### src/rtl/d5m_pkg.sv
// Shared types and constants for the D5M capture front end.
package d5m_pkg;

  localparam int unsigned PIXEL_W      = 12;
  localparam int unsigned DEF_H_ACTIVE = 640;
  localparam int unsigned DEF_V_ACTIVE = 480;

  typedef enum logic [1:0] {
    IDLE    = 2'd0,
    ARMED   = 2'd1,
    CAPTURE = 2'd2,
    DONE    = 2'd3
  } d5m_state_e;

endpackage

### src/rtl/d5m_sync2.sv
// Two-flop level synchronizer into the D5M_PIXLCLK domain.
module d5m_sync2 (
  input  logic D5M_PIXLCLK,
  input  logic RST_N,
  input  logic d,
  output logic q
);

  logic meta;

  always_ff @(posedge D5M_PIXLCLK or negedge RST_N) begin
    if (!RST_N) begin
      meta <= 1'b0;
      q    <= 1'b0;
    end else begin
      meta <= d;
      q    <= meta;
    end
  end

endmodule

### src/rtl/d5m_frame_gate.sv
// Sensor input register, whole-frame capture gating and active-window crop
// feeding the three-pixel packer.
module d5m_frame_gate
  import d5m_pkg::*;
#(
  parameter int unsigned H_START     = 0,
  parameter int unsigned H_ACTIVE    = DEF_H_ACTIVE,
  parameter int unsigned V_START     = 0,
  parameter int unsigned V_ACTIVE    = DEF_V_ACTIVE,
  parameter bit          SINGLE_SHOT = 1'b1,
  parameter int unsigned CNT_W       = 12
) (
  input  logic               D5M_PIXLCLK,
  input  logic               RST_N,
  input  logic               iFVAL,
  input  logic               iLVAL,
  input  logic [PIXEL_W-1:0] iDATA,
  input  logic               iSTART,
  input  logic               iSTOP,
  output logic [PIXEL_W-1:0] oDATA,
  output logic               oDATA_VAL,
  output logic [CNT_W-1:0]   oX_CNT,
  output logic [CNT_W-1:0]   oY_CNT,
  output logic [31:0]        oFRAME_CNT,
  output logic               oFRAME_DONE,
  output logic               oBUSY
);

  localparam logic [CNT_W-1:0] CNT_MAX = '1;

  logic               fval_r, lval_r, fval_d, lval_d;
  logic [PIXEL_W-1:0] data_r;
  logic               start_s, stop_s, start_d, stop_d;
  logic               fval_rise, fval_fall, lval_fall;
  logic               start_rise, stop_rise;
  logic [CNT_W-1:0]   x_cnt, y_cnt;
  logic               x_in, y_in;

  d5m_state_e state, state_n;
  logic       stop_pend, stop_pend_n;
  logic       done_n;

  d5m_sync2 u_start_sync (
    .D5M_PIXLCLK (D5M_PIXLCLK),
    .RST_N       (RST_N),
    .d           (iSTART),
    .q           (start_s)
  );

  d5m_sync2 u_stop_sync (
    .D5M_PIXLCLK (D5M_PIXLCLK),
    .RST_N       (RST_N),
    .d           (iSTOP),
    .q           (stop_s)
  );

  always_ff @(posedge D5M_PIXLCLK or negedge RST_N) begin
    if (!RST_N) begin
      fval_r  <= 1'b0;
      lval_r  <= 1'b0;
      data_r  <= '0;
      fval_d  <= 1'b0;
      lval_d  <= 1'b0;
      start_d <= 1'b0;
      stop_d  <= 1'b0;
    end else begin
      fval_r  <= iFVAL;
      lval_r  <= iLVAL;
      data_r  <= iDATA;
      fval_d  <= fval_r;
      lval_d  <= lval_r;
      start_d <= start_s;
      stop_d  <= stop_s;
    end
  end

  always_comb begin
    fval_rise  = fval_r & ~fval_d;
    fval_fall  = ~fval_r & fval_d;
    lval_fall  = ~lval_r & lval_d;
    start_rise = start_s & ~start_d;
    stop_rise  = stop_s & ~stop_d;
  end

  // x_cnt/y_cnt hold the column/line of the pixel currently in stage 1.
  always_ff @(posedge D5M_PIXLCLK or negedge RST_N) begin
    if (!RST_N) begin
      x_cnt <= '0;
      y_cnt <= '0;
    end else begin
      if (!lval_r)
        x_cnt <= '0;
      else if (x_cnt != CNT_MAX)
        x_cnt <= x_cnt + 1'b1;

      if (fval_rise)
        y_cnt <= '0;
      else if (lval_fall && fval_r && (y_cnt != CNT_MAX))
        y_cnt <= y_cnt + 1'b1;
    end
  end

  always_comb begin
    x_in = (32'(x_cnt) >= H_START) && (32'(x_cnt) < H_START + H_ACTIVE);
    y_in = (32'(y_cnt) >= V_START) && (32'(y_cnt) < V_START + V_ACTIVE);
  end

  always_comb begin
    state_n     = state;
    stop_pend_n = stop_pend;
    done_n      = 1'b0;
    case (state)
      IDLE: begin
        stop_pend_n = 1'b0;
        if (!stop_rise && start_rise)
          state_n = ARMED;
      end
      ARMED: begin
        if (stop_rise)
          state_n = IDLE;
        else if (fval_rise)
          state_n = CAPTURE;
      end
      CAPTURE: begin
        if (stop_rise)
          stop_pend_n = 1'b1;
        if (fval_fall) begin
          done_n      = 1'b1;
          stop_pend_n = 1'b0;
          if (stop_pend || stop_rise)
            state_n = IDLE;
          else if (SINGLE_SHOT)
            state_n = DONE;
          else
            state_n = ARMED;
        end
      end
      DONE: begin
        if (!start_s)
          state_n = IDLE;
      end
      default: state_n = IDLE;
    endcase
  end

  always_ff @(posedge D5M_PIXLCLK or negedge RST_N) begin
    if (!RST_N) begin
      state       <= IDLE;
      stop_pend   <= 1'b0;
      oFRAME_DONE <= 1'b0;
      oFRAME_CNT  <= '0;
    end else begin
      state       <= state_n;
      stop_pend   <= stop_pend_n;
      oFRAME_DONE <= done_n;
      if (done_n)
        oFRAME_CNT <= oFRAME_CNT + 32'd1;
    end
  end

  always_ff @(posedge D5M_PIXLCLK or negedge RST_N) begin
    if (!RST_N) begin
      oDATA     <= '0;
      oDATA_VAL <= 1'b0;
      oX_CNT    <= '0;
      oY_CNT    <= '0;
    end else begin
      oDATA     <= data_r;
      oDATA_VAL <= (state == CAPTURE) && fval_r && lval_r && x_in && y_in;
      oX_CNT    <= x_cnt;
      oY_CNT    <= y_cnt;
    end
  end

  always_comb oBUSY = (state == ARMED) || (state == CAPTURE);

endmodule

### config.mk
export PLATFORM = sky130hd
export DESIGN_NAME = d5m_frame_gate
export DESIGN_NICKNAME = d
export VERILOG_FILES = /design/src/rtl/d5m_pkg.sv /design/src/rtl/d5m_sync2.sv /design/src/rtl/d5m_frame_gate.sv
export SDC_FILE = /design/constraint.sdc
export NUM_CORES = 1
export LEC_CHECK = 0
export ABC_AREA = 1
export ABC_CLOCK_PERIOD_IN_PS = 4100
export CORE_ASPECT_RATIO = 0.8
export CORE_MARGIN = 2
export CORE_UTILIZATION = 50
export DETAILED_ROUTE_END_ITERATION = 12
export HOLD_SLACK_MARGIN = 0.15
export PLACE_DENSITY = 0.77
export SYNTH_ARGS = -nofsm -noshare
export SYNTH_HDL_FRONTEND = slang
export SYNTH_SLANG_ARGS = --single-unit
### constraint.sdc
create_clock -name D5M_PIXLCLK -period 4.1 [get_ports D5M_PIXLCLK]
set_input_delay 0.82 -clock D5M_PIXLCLK [delete_from_list [all_inputs] [get_ports D5M_PIXLCLK]]
set_output_delay 0.82 -clock D5M_PIXLCLK [all_outputs]
set_load 0.005 [all_outputs]
# --- Word level (Yosys, flattened, before mapping) ---
# Index checks and enable logic that the tools add are counted.
totals:
  reg_bits: 119
  in_bits: 18
  output_inout_bits: 71
  wordCells: 78
classes:
  add_sub_neg: 3
  order_cmp: 2
  eq_ne: 11
  muxes: 16
  bitwise: 10
  reduce_logical: 15
ops:
  columns: ["op", "count"]
  rows:
  - ["$mux W12", 4]
  - ["$add A32 B1 Y32 const B", 1]
  - ["$add A12 B1 Y12 const B", 2]
  - ["$ne A12 B12 Y1 const B", 2]
  - ["$lt A12 B10 Y1 const B", 1]
  - ["$lt A12 B9 Y1 const B", 1]
  - ["$mux W2", 6]
  - ["$pmux W2 S4", 1]
  - ["$logic_and A1 B1 Y1", 7]
  - ["$ne A2 B2 Y1 const B", 3]
  - ["$ne A3 B3 Y1 const B", 2]
  - ["$and A1 B1 Y1", 5]
  - ["$not A1 Y1", 5]
  - ["$eq A2 B2 Y1 const B", 2]
  - ["$mux W1", 4]
  - ["$reduce_and A4 Y1", 1]
  - ["$reduce_bool A2 Y1", 2]
  - ["$eq A2 B1 Y1 const B", 1]
  - ["$logic_not A2 Y1", 1]
  - ["$logic_or A1 B1 Y1", 2]
  - ["$ne A2 B1 Y1 const B", 1]
  - ["$pmux W1 S2", 1]
  - ["$reduce_and A2 Y1", 1]
  - ["$logic_not A1 Y1", 1]

# --- Depth between registers and ports, before layout ---
logic_depth:
  word_depth: 6
  depth_mapped: 9
  ltp_nobuf: 9

# --- Modules after synthesis ---
# From an unflattened synthesis, not the netlist that was laid out.
unflattened:
  hier_cells: 534
  area_unflattened_um2: 5066.1
modules_own_cells:
  columns: ["mod", "instances", "cells_per_inst", "area_per_inst_um2"]
  rows:
  - ["d5m_frame_gate", 1, 530, 4966.0]
  - ["d5m_sync2", 2, 2, 50.0]

# --- Worst setup path after synthesis ---
# No wires, ideal clock.
synth_timing:
  path_type: "reg2reg"
  from: "reg state[0]"
  to: "reg oFRAME_CNT[28]"
  setup_time_ns: 0.117
  t_arrival_ns: 1.441
  required_time_ns: 3.983
  setup_slack_ns: 2.543
  stages_incl_launch_ff: 10
  path_buffers: 0
  path_cell_list: "dfrtp_1 > inv_1 > ha_1 > nand3_4 > nor2_8 > nand3_2 > nor2_4 > nand2_1 > nand2_1 > nand2_1"
synth_between:
  elab_chain_cells: 2
synth_rtl:
  columns: ["element", "line", "text"]
  rows:
  - ["start: declaration", "d5m_frame_gate.sv:39", "d5m_state_e state, state_n;"]
  - ["start signal: assignment", "d5m_frame_gate.sv:153", "state <= state_n;"]
  - ["$eq A2 B2 Y1", "d5m_frame_gate.sv:112", "case (state)"]
  - ["$mux W1", "d5m_frame_gate.sv:112", null]
  - ["end signal: assignment", "d5m_frame_gate.sv:157", "oFRAME_CNT <= oFRAME_CNT + 32'd1;"]
  - ["end: declaration", "d5m_frame_gate.sv:24", "output logic [31:0] oFRAME_CNT,"]
# No other way between the ends.
# A chain may end at the register's enable or synchronous reset.

# --- Worst setup path in the final report ---
layout_timing:
  from: "reg state[0]"
  to: "out oBUSY"
layout_between:
  elab_chain_cells: 2
  elab_cells_between_ends: 3
  cone_classes: "2 x eq/ne; 1 x reduce/logical"
layout_rtl:
  columns: ["element", "line", "text"]
  rows:
  - ["$eq A2 B1 Y1 / $eq A2 B2 Y1 (equally long branches)", "d5m_frame_gate.sv:175", "always_comb oBUSY = (state == ARMED) || (state == CAPTURE);"]
  - ["$logic_or A1 B1 Y1 (*)", "d5m_frame_gate.sv:175", null]
  - ["end: declaration", "d5m_frame_gate.sv:26", "output logic oBUSY"]
# Every way passes the cells marked *; elsewhere a longest branch is shown, timed or not.

==> metrics <==
clk sink count 119; 1st-iter DRT viols 259; Post-synth ARST share 1.00; IO Count 89; drt wl/cell 13.1 um; Syn Area/Cell between 9 and 10 um^2; area leader, netlist dfrtp_1; Final Non-Filler Cells 740; crit path launch state[0]; flops & latches, synth 119; Port Buffers between 80 and 90; Worst-path clk slew 50 ps; largest net degree at the start of global routing 70; DRC viols 0; CP startpoint kind flop; Synth Area in Compound Gates 0.0369; WL final 9710 um; Post-synth EDFFs 0; initial antenna violation count 0; maximum clock path buffer count 2; top-area cell type share of the netlist area 0.606; post_cts resized 0; Synth area leaders dfrtp_1 61%, nand2_1 10%, nor2_1 4.2%; most used flip-flop cell after synthesis dfrtp_1; postcts setup bufs 0; TritonCTS clock tree done; die height 92.7 um; Fin. Hold Viols 0; worst setup path class flop to output port; maximum vdd ir drop 0.276 mV; Simple-Gate Fraction of Synth Area 0.262; min-delay src data_r[10]; die area 10600 um^2; vias approximately 3700; htree depth 4; Worst R2R Start state[0]; Routability Congestion 0.901; DP Wirelength 6830 um; Setup crit end kind output port; worst-skew pair later-pin latency 400 ps; antenna-violating nets left 0; fillers 699; Worst Hold Class flop to flop; Max Clock Freq approximately 400 MHz; Seq/Total Area, Yosys 0.606; unrepaired setup endpoints after global routing no; Rows 32; largest family of logic cells by synthesized area simple AND/OR/NAND/NOR gates; die span in x 115 um; clk_skew 6.65 ps; Initial Utilization 0.511; Max Slew Vio Count 0; minimum clock period 2490 ps; Synth cell types 30; pwr/cell area 461 nW/um^2; Cells after DPL 709; Post-Syn Instances ~500; Synth Area in XOR/XNOR 0.0392; Layout area overhead 33.3%; Root Driver clkbuf_16; Max FO, Critical Path 3; Post-Syn Area 4910 um^2; most frequent cells after synthesis 135 x nand2_1, 119 x dfrtp_1, 55 x nor2_1; CP arrival 1670 ps; # hold bufs at CTS 0; final setup violation count 0; ANT cells 0; TNS Setup 0 ps; cts bufs inserted 17; Max-Cap Viols 0; Via density 4.96; Core ar. 9610 um^2; Slew HR 0.444; mux cell area share after synthesis 0; total track usage 0.199; gr ovfl total 0; first-pass GRT wire length 16500 um; vias in the first global route between 3000 and 4000; ratio of cells with drive above 1 in the final layout 0.0918; adder-cell area share of the yosys netlist 0.0178; Lkg Pwr 3.01 nW; Final Cycle Share 0.607; outcome complete, no violations; number of synthesis warnings 0; worst-margin pin slew 835 ps; critical path required time 3280 ps; most common cell in the netlist nand2_1; First-pass DRT Iterations 5; nets between 600 and 700; syn nets 527
==> cells in the final DEF, fill, tap and decap left out, drive strengths merged <==
master,n
clkinvlp,2
ha,7
nand3,33
clkinv,3
buf,3
a31o,1
a21oi,7
xnor2,10
nor2,64
dfrtp,119
inv,45
nand2,139
clkdlybuf4s50,87
xor2,12
bufinv,3
nand3b,12
clkbuf,23
o21ai,20
nor3,11
a31oi,3
nand4,12
nor4,2
nor3b,3
==> stage by stage <==
stage	worst slack [ps]	utilization	power, mW	instance area [um^2]	hold slack, ps
CTS	1590	0.681	3.05	6550	347
detailed placement	2030	0.618	1.54	5940	335
global placement	2080	0.618	1.53	5940	333
global route	1560	0.681	3.14	6550	352
finish	1610	0.681	3.02	6550	346
floorplan	2540	-	1.40	4910	331
==> power breakdown <==
part / total [mW] / internal, mW / switching (mW)
clock network: 1.50 / 1.01 / 0.486
logic: 0.254 / 0.124 / 0.130
registers: 1.27 / 1.23 / 0.0396
total: 3.02 / 2.36 / 0.655
==> routing by layer <==
layer	track usage	wire (um)	up-vias
li1	-	-	1840
met1	0.267	4570	1731
met2	0.311	4610	96
met3	0.0576	475	6
met4	0.0683	56	0
met5	0	0	-
==> final timing paths <==
path	to	slack [ps]	cells past startpoint
max in group asynchronous	oFRAME_CNT[19]	2710	2
max	oBUSY	1610	3
min in group asynchronous	oDATA[10]	520	1
min	oDATA[10]	350	0
max reg2reg	oFRAME_CNT[26]	2230	9
min reg2reg	oDATA[10]	350	0
==> critical path: stages (launching register included) <==
cell and delay, ps:
dfrtp_1 380, inv_1 90, ha_1 290, clkdlybuf4s50_1 500
==> sequential cells by signal, summed over array words and instances, names as in the netlist, 2 cells and up <==
register / count
data_r: 12
oDATA: 12
oFRAME_CNT: 32
oX_CNT: 12
oY_CNT: 12
state: 2
x_cnt: 12
y_cnt: 12
==> cell type report <==
class	count	area [um^2]	share of cell area
Sequential cell	119	2980	0.455
Timing Repair Buffer	90	893	0.136
Tap cell	119	149	0.0227
Clock inverter	8	120	0.0183
Clock buffer	23	488	0.0745
Multi-Input combinational cell	336	1750	0.267
Inverter	45	169	0.0258
==> cell families (layout without fill, tap and decap cells) <==
logic type                 count (synthesis)  in the layout
and+or+nand+nor                          276            276
xor gates and xnor gates                  22             22
buffers and inverters                     47            166
DFF                                      119            119
AOI/OAI and AO/OA                         31             31
adders and majority gates                  7              7
Power figures use the tool's default switching activity.
